$ cat src/rtl/spi_mem_arbiter_pkg.sv
// Shared definitions for the SPI/host DataMemory arbiter: FSM state
// encoding, requester port indices and the statistics counter helper.
package spi_mem_arbiter_pkg;

  typedef enum logic [1:0] {
    ST_IDLE     = 2'd0,
    ST_ISSUE    = 2'd1,
    ST_COMPLETE = 2'd2
  } arb_state_e;

  localparam logic PORT_SPI  = 1'b0;
  localparam logic PORT_HOST = 1'b1;

  // Wide enough for the largest legal MAX_WAIT (15).
  localparam int WAIT_W = 4;

  localparam logic [15:0] STAT_MAX = 16'hFFFF;

  // Saturating +1 for the 16-bit grant statistics.
  function automatic logic [15:0] sat_inc16(input logic [15:0] v);
    if (v == STAT_MAX) begin
      return v;
    end else begin
      return v + 16'd1;
    end
  endfunction

endpackage

$ cat src/rtl/spi_mem_arbiter_wait_counter.sv
// Bounded-wait counter for the host port: counts consecutive host losses,
// saturates at MAX_WAIT and reports saturation so the host is forced to win.
module arb_wait_counter
  import spi_mem_arbiter_pkg::*;
#(
  parameter int MAX_WAIT = 4
) (
  input  logic clk,
  input  logic reset,
  input  logic clr_i,
  input  logic inc_i,
  output logic sat_o
);

  localparam logic [WAIT_W-1:0] MAX_C = WAIT_W'(MAX_WAIT);

  logic [WAIT_W-1:0] cnt_q;
  logic [WAIT_W-1:0] cnt_d;

  // Next count: clear wins over increment; increment stops at MAX_WAIT.
  always_comb begin
    cnt_d = cnt_q;
    if (clr_i) begin
      cnt_d = {WAIT_W{1'b0}};
    end else if (inc_i && (cnt_q != MAX_C)) begin
      cnt_d = cnt_q + {{(WAIT_W-1){1'b0}}, 1'b1};
    end else begin
      cnt_d = cnt_q;
    end
  end

  // Count register with synchronous reset.
  always_ff @(posedge clk) begin
    if (reset) begin
      cnt_q <= {WAIT_W{1'b0}};
    end else begin
      cnt_q <= cnt_d;
    end
  end

  assign sat_o = (cnt_q == MAX_C);

endmodule

$ cat src/rtl/spi_mem_arbiter.sv
// Two-port arbiter in front of the single-port 128x8 DataMemory.
// Port 0 (SPI sequencer) has fixed priority; port 1 (host/debug) is
// guaranteed a grant after MAX_WAIT consecutive losses.
// Optional grant statistics are built only when ARB_STATS_EN is defined.
module spi_mem_arbiter
  import spi_mem_arbiter_pkg::*;
#(
  parameter int ADDR_W   = 7,
  parameter int DATA_W   = 8,
  parameter int MAX_WAIT = 4
) (
  input  logic              clk,
  input  logic              reset,
  input  logic              req0,
  input  logic              we0,
  input  logic [ADDR_W-1:0] addr0,
  input  logic [DATA_W-1:0] wdata0,
  output logic              ack0,
  input  logic              req1,
  input  logic              we1,
  input  logic [ADDR_W-1:0] addr1,
  input  logic [DATA_W-1:0] wdata1,
  output logic              ack1,
  output logic [DATA_W-1:0] rdata,
  output logic [ADDR_W-1:0] mem_addr,
  output logic              mem_we,
  output logic [DATA_W-1:0] mem_din,
  input  logic [DATA_W-1:0] mem_dout,
  output logic [15:0]       grant_cnt0,
  output logic [15:0]       grant_cnt1
);

  arb_state_e        state_q;
  logic              winner_q;
  logic              ack0_q;
  logic              ack1_q;
  logic              mem_we_q;
  logic [ADDR_W-1:0] mem_addr_q;
  logic [DATA_W-1:0] mem_din_q;
  logic [DATA_W-1:0] rdata_q;

  logic any_req_s;
  logic win1_s;
  logic grant_s;
  logic wait_sat_s;
  logic wait_inc_s;
  logic wait_clr_s;

  // Arbitration decision: host wins when alone or when its wait has saturated.
  always_comb begin
    any_req_s = req0 | req1;
    win1_s    = req1 & (~req0 | wait_sat_s);
    grant_s   = (state_q == ST_IDLE) & any_req_s;
  end

  assign wait_inc_s = grant_s & req1 & ~win1_s;
  assign wait_clr_s = grant_s & win1_s;

  arb_wait_counter #(
    .MAX_WAIT (MAX_WAIT)
  ) u_wait (
    .clk   (clk),
    .reset (reset),
    .clr_i (wait_clr_s),
    .inc_i (wait_inc_s),
    .sat_o (wait_sat_s)
  );

  // Access FSM: latch the winner in IDLE, drive memory in ISSUE, pulse ack.
  always_ff @(posedge clk) begin
    if (reset) begin
      state_q    <= ST_IDLE;
      winner_q   <= PORT_SPI;
      ack0_q     <= 1'b0;
      ack1_q     <= 1'b0;
      mem_we_q   <= 1'b0;
      mem_addr_q <= {ADDR_W{1'b0}};
      mem_din_q  <= {DATA_W{1'b0}};
      rdata_q    <= {DATA_W{1'b0}};
    end else begin
      case (state_q)
        ST_IDLE: begin
          if (any_req_s) begin
            winner_q   <= win1_s ? PORT_HOST : PORT_SPI;
            mem_addr_q <= win1_s ? addr1 : addr0;
            mem_we_q   <= win1_s ? we1 : we0;
            mem_din_q  <= win1_s ? wdata1 : wdata0;
            state_q    <= ST_ISSUE;
          end else begin
            state_q    <= ST_IDLE;
          end
        end
        ST_ISSUE: begin
          // A write commits on this edge; rdata keeps its value after writes.
          if (!mem_we_q) begin
            rdata_q <= mem_dout;
          end else begin
            rdata_q <= rdata_q;
          end
          mem_we_q <= 1'b0;
          ack0_q   <= (winner_q == PORT_SPI);
          ack1_q   <= (winner_q == PORT_HOST);
          state_q  <= ST_COMPLETE;
        end
        ST_COMPLETE: begin
          ack0_q  <= 1'b0;
          ack1_q  <= 1'b0;
          state_q <= ST_IDLE;
        end
        default: begin
          ack0_q   <= 1'b0;
          ack1_q   <= 1'b0;
          mem_we_q <= 1'b0;
          state_q  <= ST_IDLE;
        end
      endcase
    end
  end

  assign ack0     = ack0_q;
  assign ack1     = ack1_q;
  assign mem_we   = mem_we_q;
  assign mem_addr = mem_addr_q;
  assign mem_din  = mem_din_q;
  assign rdata    = rdata_q;

`ifdef ARB_STATS_EN
  logic [15:0] grant_cnt0_q;
  logic [15:0] grant_cnt1_q;

  // Saturating per-port grant counters, bumped on every IDLE grant.
  always_ff @(posedge clk) begin
    if (reset) begin
      grant_cnt0_q <= 16'd0;
      grant_cnt1_q <= 16'd0;
    end else if (grant_s) begin
      if (win1_s) begin
        grant_cnt1_q <= sat_inc16(grant_cnt1_q);
      end else begin
        grant_cnt0_q <= sat_inc16(grant_cnt0_q);
      end
    end else begin
      grant_cnt0_q <= grant_cnt0_q;
      grant_cnt1_q <= grant_cnt1_q;
    end
  end

  assign grant_cnt0 = grant_cnt0_q;
  assign grant_cnt1 = grant_cnt1_q;
`else
  assign grant_cnt0 = 16'd0;
  assign grant_cnt1 = 16'd0;
`endif

endmodule

$ cat config.mk
export PLATFORM = sky130hd
export DESIGN_NAME = spi_mem_arbiter
export DESIGN_NICKNAME = d
export VERILOG_FILES = /design/src/rtl/spi_mem_arbiter_pkg.sv /design/src/rtl/spi_mem_arbiter_wait_counter.sv /design/src/rtl/spi_mem_arbiter.sv
export SDC_FILE = /design/constraint.sdc
export NUM_CORES = 1
export LEC_CHECK = 0
export BUFFER_PORTS_ARGS = -buffer_cell sky130_fd_sc_hd__buf_2
export CORE_ASPECT_RATIO = 0.6
export CORE_MARGIN = 2
export CORE_UTILIZATION = 50
export CTS_CLUSTER_SIZE = 8
export DETAILED_ROUTE_END_ITERATION = 7
export PLACE_DENSITY = 0.85
export SLEW_MARGIN = 15
export SYNTH_ARGS = -nofsm -noshare
export SYNTH_HDL_FRONTEND = slang
export SYNTH_SLANG_ARGS = --single-unit
$ cat constraint.sdc
create_clock -name clk -period 4.42 [get_ports clk]
set_input_delay 0.884 -clock clk [delete_from_list [all_inputs] [get_ports clk]]
set_output_delay 0.884 -clock clk [all_outputs]
set_load 0.005 [all_outputs]
==> impl_results.md, run 1 <==
* R2R setup slack at 2.10 ns
* Area of the placeable core at 4100 sq um
* Fraction of final layout cells with drive strength greater than 1 at 44.6%
* DP Worst Slack at 1.90 ns
* Power density over cell area at 310 nW/um^2
* TritonCTS buffer count at 5
* Post-synthesis average cell area at 10.1 sq um
* Leakage power summed over all cells at 0.953 nW
* DIE HEIGHT at 54.6 microns
* Width of the die at 88.4 microns
* Area leader, netlist: sky130_fd_sc_hd__dfxtp_1
* Hold violation count in the final report at 0
* Sink count of the clock tree at 33
* Via density at 5.16
* CTS tree: done
* FP Rows at 18
* Worst path arrival time at 2.46 ns
* Global-route wire length before repair at 7250 microns
* Highest-count cells in the layout ignoring fill and taps: sky130_fd_sc_hd__buf_2, sky130_fd_sc_hd__dfxtp_1, sky130_fd_sc_hd__conb_1, sky130_fd_sc_hd__nor4_2, sky130_fd_sc_hd__a21oi_1
* Total Power Consumption at 0.000735 W
* Routability congestion estimate from global placement at 0.866
* Register area share after synthesis at 30.9%
* Worst Setup SP: u_wait.cnt_q[0]
* Largest cells by area after synthesis: sky130_fd_sc_hd__dfxtp_1, sky130_fd_sc_hd__nor4_2, sky130_fd_sc_hd__buf_4
* Insertion delay of the later-clocked pin in the worst-skew pair at 0.29 ns
* Overflow after GRT at 0
* Crit path launch type: flip-flop
* Worst hold path type: flip-flop to flip-flop
* Highest net fanout along the worst path at 21
* Reg2Reg Capture Point: mem_din[2]
* Clock slew at the register clock pins of the worst setup and hold paths at 0.07 ns
* Total Die Area at 4820 sq um
* GRT Resource Usage Total at 20.1%
* Share of the cycle needed by the critical path after routing at 52.5%
* Number of nets with antenna violations after detailed routing at 0
* Length of the first detailed-routing pass in iterations at 4
* Routed vias at 1686
* Total length of routed wires at 4680 microns
* # H-tree levels at 2
* Worst flop-to-flop path startpoint: u_wait.cnt_q[0]
* Most common cell after layout, fill and taps aside: sky130_fd_sc_hd__buf_2
* Final-layout setup total negative slack at 0 ns
* Count of state elements after synthesis at 33
* Worst Path Class, Setup: flip-flop to flip-flop
* Buffer count from post-CTS setup fixing at 0
* Crit end category: flip-flop
* Post-synthesis cell area at 2130 sq um
* Cell depth of the worst flop-to-flop path at 5
* Root buf cell: sky130_fd_sc_hd__clkbuf_8
* Netlist cell types at 39
* Pins Over Slew Limit at 0
* Post-route worst setup slack at 2.10 ns
* Tightest slew margin relative to the limit at 20.8%
* Slowest stage cell, crit path: sky130_fd_sc_hd__nand3b_1
* Average wire length per cell after detail routing at 14.3 microns
* Diode insertion count for antenna repair at 0
* Minimum clock period after layout at 2.32 ns
* Setup repair after global routing missed its margin: false
* Initial drt markers at 58
* Cells after synthesis at 212
* Maximum frequency from static timing analysis at 431 MHz
* Cell Chain, Critical Path: inv_1 -> ha_1 -> nand3b_1 -> a2111oi_0 -> nor4_1
* Total number of yosys warnings at 0
* CTS-repair resized insts at 0
* Count of nets after finishing at 312
* Max stage delay on crit path at 0.78 ns
* DPL Wire Length at 3240 microns
* Initial core utilization at 52.1%
* Max-cap viol count at 0
* Final core utilization at 57.8%
* Outcome: finished, final reports clean
* Final setup violating endpoints at 0
* Timing endpoint of the critical path: mem_din[2]
* Buffers added on ports at 69
* Worst vdd rail ir drop at 0.000208 V
* DRC viols at 0
* Largest net degree at the start of global routing at 40
* Number of global-route vias before repair at 1492
* Worst path required time at 4.55 ns
* Tightest Pin Transition at 1.18 ns
* Worst clock skew on the final layout at 0.00416 ns
* Maximum clock insertion buffer count at 2
* Initial antenna violation count at 0
* Hold_buf cts at 0
* Share of the synthesized area in the top cell type at 30.9%
* Number of top-level pins at 102
* Layout-stage area growth over the synthesis result at 11.0%
[power by group]
part / internal (W) / switching (W)
Clock: 0.000109 / 0.000119
Sequential: 0.000322 / 0.0000158
Combinational: 0.0000711 / 0.0000976
[registers in the layout, summed over array words and instances, names as in the netlist]
signal,count
u_wait.cnt_q,4
mem_we,1
state_q,2
winner_q,1
mem_din,8
rdata,8
ack1,1
ack0,1
mem_addr,7
[area by class of cell]
| cell class | instances | area [sq um] |
|---|---|---|
| multi-input combinational | 150 | 1170 |
| tap | 60 | 75.1 |
| fill | 395 | 1730 |
| inverter | 6 | 22.5 |
| timing repair buffer | 70 | 353 |
| clock buffer | 5 | 68.8 |
| clock inverter | 3 | 17.5 |
| sequential | 33 | 661 |
[cells in the mapped netlist]
library cell                number
sky130_fd_sc_hd__a2111oi_0       3
sky130_fd_sc_hd__a2111oi_2      13
sky130_fd_sc_hd__a2111oi_4       1
sky130_fd_sc_hd__a21o_1          1
sky130_fd_sc_hd__a21oi_1        18
sky130_fd_sc_hd__and4b_1         1
sky130_fd_sc_hd__buf_1           1
sky130_fd_sc_hd__buf_2           8
sky130_fd_sc_hd__buf_4          34
sky130_fd_sc_hd__buf_6           6
sky130_fd_sc_hd__buf_8           1
sky130_fd_sc_hd__clkbuf_1        4
sky130_fd_sc_hd__conb_1          1
sky130_fd_sc_hd__dfxtp_1        33
sky130_fd_sc_hd__ha_1            2
sky130_fd_sc_hd__inv_1           4
sky130_fd_sc_hd__inv_2           2
sky130_fd_sc_hd__mux2i_1         9
sky130_fd_sc_hd__nand2_1         2
sky130_fd_sc_hd__nand2b_1        2
sky130_fd_sc_hd__nand3_1         3
sky130_fd_sc_hd__nand3b_1        2
sky130_fd_sc_hd__nand4_1         3
sky130_fd_sc_hd__nand4b_1        1
sky130_fd_sc_hd__nor2_1         10
sky130_fd_sc_hd__nor2b_1         1
sky130_fd_sc_hd__nor3_1          3
sky130_fd_sc_hd__nor3b_1         3
sky130_fd_sc_hd__nor4_1          7
sky130_fd_sc_hd__nor4_2         23
sky130_fd_sc_hd__nor4_4          1
sky130_fd_sc_hd__nor4b_1         1
sky130_fd_sc_hd__o211ai_1        1
sky130_fd_sc_hd__o21ai_1         1
sky130_fd_sc_hd__o21ba_1         1
sky130_fd_sc_hd__o311ai_0        1
sky130_fd_sc_hd__or2_1           1
sky130_fd_sc_hd__or3_1           2
sky130_fd_sc_hd__or3b_1          1
[how the worst min path moves through the flow]
stage,startpoint,end,slack [ns],depth (start not counted)
2_1_floorplan,winner_q,ack0,0.45,1
3_3_place_gp,rdata[7],rdata[7],0.47,2
3_5_place_dp,rdata[2],rdata[2],0.48,2
4_1_cts,winner_q,ack0,0.49,1
5_1_grt,winner_q,ack0,0.51,1
6_report,winner_q,ack0,0.49,1
[cell families (layout without fill, tap and decap cells)]
group | count (synthesis) | in the layout | synth area share (%)
compound gates | 40 | 40 | 17.7
fa+ha+maj | 2 | 2 | 1.17
buf+inv | 60 | 84 | 19.6
flops | 33 | 33 | 30.9
mux | 9 | 9 | 4.22
other cells | 1 | 32 | 0.176
simple gates | 67 | 67 | 26.1
[worst max-delay path, delay by kind of cell (launching register included)]
family | cells | cell delay, ns
AO/OA/AOI/OAI | 1 | 0.69
adder cells (fa/ha/maj) | 1 | 0.16
flip-flops | 1 | 0.34
buffers and inverters | 1 | 0.08
AND/OR/NAND/NOR | 2 | 0.89
[routing by layer]
layer  part of all wire (%)  track usage, %  routed length [microns]
met1                     48            27.9                     2250
met2                     44            29.3                     2060
met3                    6.9            5.28                      323
met4                    1.1            8.84                       51
met5                      0               0                        0
[stage by stage]
stage	std cells	instance area (sq um)	hold slack [ns]
3_3_place_gp	319	2280	0.469
2_1_floorplan	243	2250	0.446
5_1_grt	327	2370	0.513
3_5_place_dp	319	2280	0.481
4_1_cts	327	2370	0.490
6_report	327	2370	0.489
No activity file was read; power rests on OpenSTA's default activity.
==> run 2: changes to the inputs <==
--- a/config.mk
+++ b/config.mk
@@ -8,10 +8,10 @@
 export BUFFER_PORTS_ARGS = -buffer_cell sky130_fd_sc_hd__buf_2
 export CORE_ASPECT_RATIO = 0.6
 export CORE_MARGIN = 2
-export CORE_UTILIZATION = 50
+export CORE_UTILIZATION = 42
 export CTS_CLUSTER_SIZE = 8
 export DETAILED_ROUTE_END_ITERATION = 7
-export PLACE_DENSITY = 0.85
+export PLACE_DENSITY = 0.77
 export SLEW_MARGIN = 15
 export SYNTH_ARGS = -nofsm -noshare
 export SYNTH_HDL_FRONTEND = slang
==> constraint.sdc (replaced) <==
create_clock -name clk -period 2 [get_ports clk]
set_input_delay 0.4 -clock clk [delete_from_list [all_inputs] [get_ports clk]]
set_output_delay 0.4 -clock clk [all_outputs]
set_load 0.005 [all_outputs]
==> impl_results.md, run 2 (same netlist as run 1, synthesis figures left out) <==
* Outcome: finished, final reports clean
* Overflow after GRT at 0
* Pins Over Slew Limit at 0
* Tightest slew margin relative to the limit at 61.0%
* Diode insertion count for antenna repair at 0
* Buffers added on ports at 69
* Largest net degree at the start of global routing at 23
* GRT Resource Usage Total at 17.3%
* Hold_buf cts at 0
* Leakage power summed over all cells at 1.00 nW
* Worst hold path type: input pin to flip-flop
* Layout Cells excl Fill at 341
* Number of placed instances, taps included at 333
* Setup repair after global routing missed its margin: false
* Routability congestion estimate from global placement at 0.768
* Routed vias at 1724
* Worst path arrival time at 1.86 ns
* Layout-stage area growth over the synthesis result at 15.9%
* Crit end category: flip-flop
* Combinational fraction of design power at 24.1%
* Share of the cycle needed by the critical path after routing at 85.3%
* Switch share at 31.4%
* Final-layout setup total negative slack at 0 ns
* Total length of routed wires at 4900 microns
* DPL Wire Length at 3620 microns
* FP Rows at 20
* Max-cap viol count at 0
* CTS tree: done
* Hold violation count in the final report at 0
* Highest net fanout along the worst path at 17
* Maximum clock insertion buffer count at 2
* Sink count of the clock tree at 33
* Clock share of power at 30.4%
* Clock slew at the register clock pins of the worst setup and hold paths at 0.08 ns
* TritonCTS buffer count at 5
* Number of global-route vias before repair at 1658
* Insertion delay of the later-clocked pin in the worst-skew pair at 0.28 ns
* Worst vdd rail ir drop at 0.000392 V
* Average wire length per cell after detail routing at 14.4 microns
* Maximum frequency from static timing analysis at 586 MHz
* # H-tree levels at 2
* Switching Power at 0.000516 W
* Length of the first detailed-routing pass in iterations at 4
* Worst Path Class, Setup: flip-flop to flip-flop
* Count of nets after finishing at 320
* Final setup violating endpoints at 0
* Global-route wire length before repair at 7720 microns
* Initial drt markers at 42
* DIE HEIGHT at 59.2 microns
* Number of inserted filler cells in the final layout at 475
* Total Die Area at 5690 sq um
* Buffer count from post-CTS setup fixing at 0
* Relative contribution of sequential cells to total power at 45.5%
* Initial core utilization at 42.9%
* Area of the placeable core at 4980 sq um
* Number of top-level pins at 102
* Worst clock skew on the final layout at 0.00804 ns
* Int Pwr at 0.00113 W
* Highest-count cells in the layout ignoring fill and taps: sky130_fd_sc_hd__buf_2, sky130_fd_sc_hd__dfxtp_1, sky130_fd_sc_hd__conb_1, sky130_fd_sc_hd__nor4_2, sky130_fd_sc_hd__a21oi_1
* CTS-repair resized insts at 0
* Width of the die at 96.0 microns
* Initial antenna violation count at 0
* DRC viols at 0
* Tightest Pin Transition at 0.584 ns
* Number of nets with antenna violations after detailed routing at 0
* Worst path required time at 2.16 ns
* Crit path launch type: flip-flop
* Via density at 5.06
* Minimum clock period after layout at 1.71 ns
* Most common cell after layout, fill and taps aside: sky130_fd_sc_hd__buf_2
* Fraction of final layout cells with drive strength greater than 1 at 46.2%
* Root buf cell: sky130_fd_sc_hd__clkbuf_8
* Power density over cell area at 664 nW/um^2
[run 2: changes by cell type in the layout (fill, tap and decap cells not counted)]
cell,before,now
sky130_fd_sc_hd__buf_12,0,3
sky130_fd_sc_hd__buf_4,1,6
[run 2: power groups by stage]
stage	Combinational (W)	Clock, W	Sequential (W)
floorplan	0.000312	0	0.000760
global placement	0.000390	0	0.000759
detailed placement	0.000397	0	0.000761
CTS	0.000397	0.000516	0.000746
global route	0.000439	0.000545	0.000754
finish	0.000396	0.000500	0.000747
[run 2: path summary, 6_finish.rpt]
| check | from | end | cells after the start | slack [ns] |
|---|---|---|---|---|
| max | u_wait.cnt_q[0] | mem_din[1] | 6 | 0.29 |
| min | mem_dout[3] | rdata[3] | 3 | 0.36 |
| max reg2reg | u_wait.cnt_q[0] | mem_din[1] | 6 | 0.29 |
| min reg2reg | winner_q | ack0 | 1 | 0.49 |
[run 2: layout make-up]
class                      count  area (sq um)  share of cell area, %
sequential                    33           661                   26.7
tap                           66          82.6                   3.34
timing repair buffer          78           450                   18.2
clock buffer                   5          68.8                   2.78
multi-input combinational    150          1170                   47.3
inverter                       6          22.5                  0.910
clock inverter                 3          17.5                  0.708
[run 2: routing by layer]
layer	global-route usage, %	vias up	share of wire [%]
li1	-	851	-
met1	23.2	818	47
met2	29.2	55	46
met3	5.09	0	6.7
met4	0.612	0	0
met5	0	-	0
[run 2: per-stage QoR]
step / area, sq um / utilization (%) / setup slack, ns / hold slack (ns) / power [W]
floorplan: 2250 / - / 0.558 / 0.446 / 0.00107
global placement: 2390 / 47.9 / 0.419 / 0.469 / 0.00115
detailed placement: 2390 / 47.9 / 0.317 / 0.472 / 0.00116
CTS: 2470 / 49.7 / 0.305 / 0.351 / 0.00166
global route: 2470 / 49.7 / 0.0651 / 0.372 / 0.00174
finish: 2470 / 49.7 / 0.294 / 0.359 / 0.00164
[run 2: worst max-delay path: stages (launching register included)]
cell,delay (ns)
sky130_fd_sc_hd__dfxtp_1,0.34
sky130_fd_sc_hd__inv_1,0.08
sky130_fd_sc_hd__ha_1,0.16
sky130_fd_sc_hd__nand3b_1,0.20
sky130_fd_sc_hd__buf_12,0.24
sky130_fd_sc_hd__a2111oi_0,0.47
sky130_fd_sc_hd__nor4_1,0.10
==> run 3: changes to the inputs <==
--- a/config.mk
+++ b/config.mk
@@ -7,7 +7,7 @@
 export LEC_CHECK = 0
 export BUFFER_PORTS_ARGS = -buffer_cell sky130_fd_sc_hd__buf_2
 export CORE_ASPECT_RATIO = 0.6
-export CORE_MARGIN = 2
+export CORE_MARGIN = 5
 export CORE_UTILIZATION = 42
 export CTS_CLUSTER_SIZE = 8
 export DETAILED_ROUTE_END_ITERATION = 7
==> impl_results.md, run 3 (same netlist as run 1, synthesis figures left out) <==
* Routed vias at 1772
* Fraction of final layout cells with drive strength greater than 1 at 46.0%
* Placed standard-cell area at 2350 sq um
* Minimum clock period after layout at 1.70 ns
* R2R setup slack at 0.30 ns
* Final setup violating endpoints at 0
* Buffer count from post-CTS setup fixing at 0
* Post-route worst setup slack at 0.302 ns
* CTS-repair resized insts at 0
* Crit path launch type: flip-flop
* Overflow after GRT at 0
* Highest net fanout along the worst path at 17
* Hold violation count in the final report at 0
* Maximum frequency from static timing analysis at 589 MHz
* FP Rows at 20
* Diode insertion count for antenna repair at 0
* Total Power Consumption at 0.00169 W
* Hold path startpoint: mem_dout[2]
* Tightest slew margin relative to the limit at 55.7%
* Worst path arrival time at 1.85 ns
* Hold_buf cts at 0
* Final standard cell area without fillers at 2460 sq um
* Most common cell after layout, fill and taps aside: sky130_fd_sc_hd__buf_2
* Initial drt markers at 93
* Cell depth of the worst flop-to-flop path at 6
* Global-route wire length before repair at 7800 microns
* Area of the placeable core at 4980 sq um
* Tightest Pin Transition at 0.662 ns
* Initial core utilization at 42.9%
* Crit path buf inv count at 2
* Layout-stage area growth over the synthesis result at 15.1%
* Slowest stage cell, crit path: sky130_fd_sc_hd__a2111oi_0
* CTS tree: done
* Number of top-level pins at 102
* Root buf cell: sky130_fd_sc_hd__clkbuf_8
* DIE HEIGHT at 65.2 microns
* Number of nets with antenna violations after detailed routing at 0
* GRT Resource Usage Total at 14.9%
* Buffers added on ports at 69
* Top metal layer carrying routed signals: met4
* Length of the first detailed-routing pass in iterations at 4
* Crit end category: flip-flop
* DR WL met2 at 2390 microns
* Share of the cycle needed by the critical path after routing at 84.9%
* Power density over cell area at 687 nW/um^2
* Count of nets after finishing at 319
* Max stage delay on crit path at 0.47 ns
* Hold Crit Depth at 3
* DPL Wire Length at 3920 microns
* Worst flop-to-flop path startpoint: u_wait.cnt_q[0]
* TritonCTS buffer count at 5
* Width of the die at 102 microns
* WL met1 at 2270 microns
* Final-layout setup total negative slack at 0 ns
* Pins Over Slew Limit at 0
* Number of global-route vias before repair at 1594
* Initial antenna violation count at 0
* Worst clock skew on the final layout at 0.0102 ns
* Cell Chain, Critical Path: inv_1 -> ha_1 -> nand3b_1 -> buf_12 -> a2111oi_0 -> nor4_1
* Total length of routed wires at 5160 microns
* Worst Hold Endpoint: rdata[2]
* Clock slew at the register clock pins of the worst setup and hold paths at 0.07 ns
* Maximum clock insertion buffer count at 2
* Reg2Reg Capture Point: mem_din[1]
* Average wire length per cell after detail routing at 15.2 microns
* Total Die Area at 6650 sq um
* Met3 WL at 422 microns
* Via density at 5.21
* DP Worst Slack at 0.295 ns
* Insertion delay of the later-clocked pin in the worst-skew pair at 0.28 ns
* Worst Path Class, Setup: flip-flop to flip-flop
* Largest net degree at the start of global routing at 23
* Max-cap viol count at 0
* Final core utilization at 49.3%
* Highest-count cells in the layout ignoring fill and taps: sky130_fd_sc_hd__buf_2, sky130_fd_sc_hd__dfxtp_1, sky130_fd_sc_hd__conb_1, sky130_fd_sc_hd__nor4_2, sky130_fd_sc_hd__a21oi_1
* Outcome: finished, final reports clean
* Worst vdd rail ir drop at 0.000241 V
* Worst hold path type: input pin to flip-flop
* Sink count of the clock tree at 33
* DRC viols at 0
* Leakage power summed over all cells at 1.00 nW
* Worst path required time at 2.15 ns
* Setup repair after global routing missed its margin: false
* Routability congestion estimate from global placement at 0.742
* Delay-heaviest family, CP: compound AO/OA/AOI/OAI gates
* # H-tree levels at 2
==> run 3: cell types whose count changed in the layout (fill, tap and decap cells not counted), sizes merged <==
cell,change
clkbuf,+2
buf,-1
clkinv,-1
clkinvlp,-1
==> run 3: worst register-to-register path: stages (launching register included) <==
cell and delay (ns):
sky130_fd_sc_hd__dfxtp_1 0.34, sky130_fd_sc_hd__inv_1 0.08, sky130_fd_sc_hd__ha_1 0.16, sky130_fd_sc_hd__nand3b_1 0.19, sky130_fd_sc_hd__buf_12 0.23, sky130_fd_sc_hd__a2111oi_0 0.47
sky130_fd_sc_hd__nor4_1 0.09
==> run 3: area by class of cell <==
type / count / area [sq um]
Timing Repair Buffer: 77 / 418
Multi-Input combinational cell: 150 / 1170
Inverter: 6 / 22.5
Clock inverter: 1 / 5.00
Clock buffer: 7 / 96.3
Sequential cell: 33 / 661
Fill cell: 472 / 2520
Tap cell: 66 / 82.6
==> run 3: worst max path at each step <==
stage          slack, ns       startpoint          end  depth (start not counted)
2_1_floorplan       0.56  u_wait.cnt_q[0]  mem_addr[4]                          6
3_3_place_gp        0.39       state_q[0]  mem_addr[5]                          4
3_5_place_dp        0.29  u_wait.cnt_q[0]   mem_din[1]                          6
4_1_cts             0.29  u_wait.cnt_q[0]   mem_din[1]                          6
5_1_grt             0.13       state_q[0]   mem_din[0]                          4
6_report            0.30  u_wait.cnt_q[0]   mem_din[1]                          6
==> run 3: through the flow <==
step / cells / hold slack (ns)
2_1_floorplan: 243 / 0.446
3_3_place_gp: 332 / 0.468
3_5_place_dp: 332 / 0.481
4_1_cts: 340 / 0.350
5_1_grt: 340 / 0.355
6_report: 340 / 0.356
==> run 3: metal layers <==
layer | GRT usage [%] | vias up
met2 | 22.1 | 64
met3 | 4.35 | 10
met4 | 3.76 | 0
met1 | 21.1 | 843
li1 | - | 855
met5 | 0 | -
==> run 3: report_power, final <==
| group | total (W) | switching [W] | internal [W] |
|---|---|---|---|
| Combinational | 0.000391 | 0.000225 | 0.000166 |
| Clock | 0.000550 | 0.000239 | 0.000311 |
| Sequential | 0.000747 | 0.0000340 | 0.000713 |
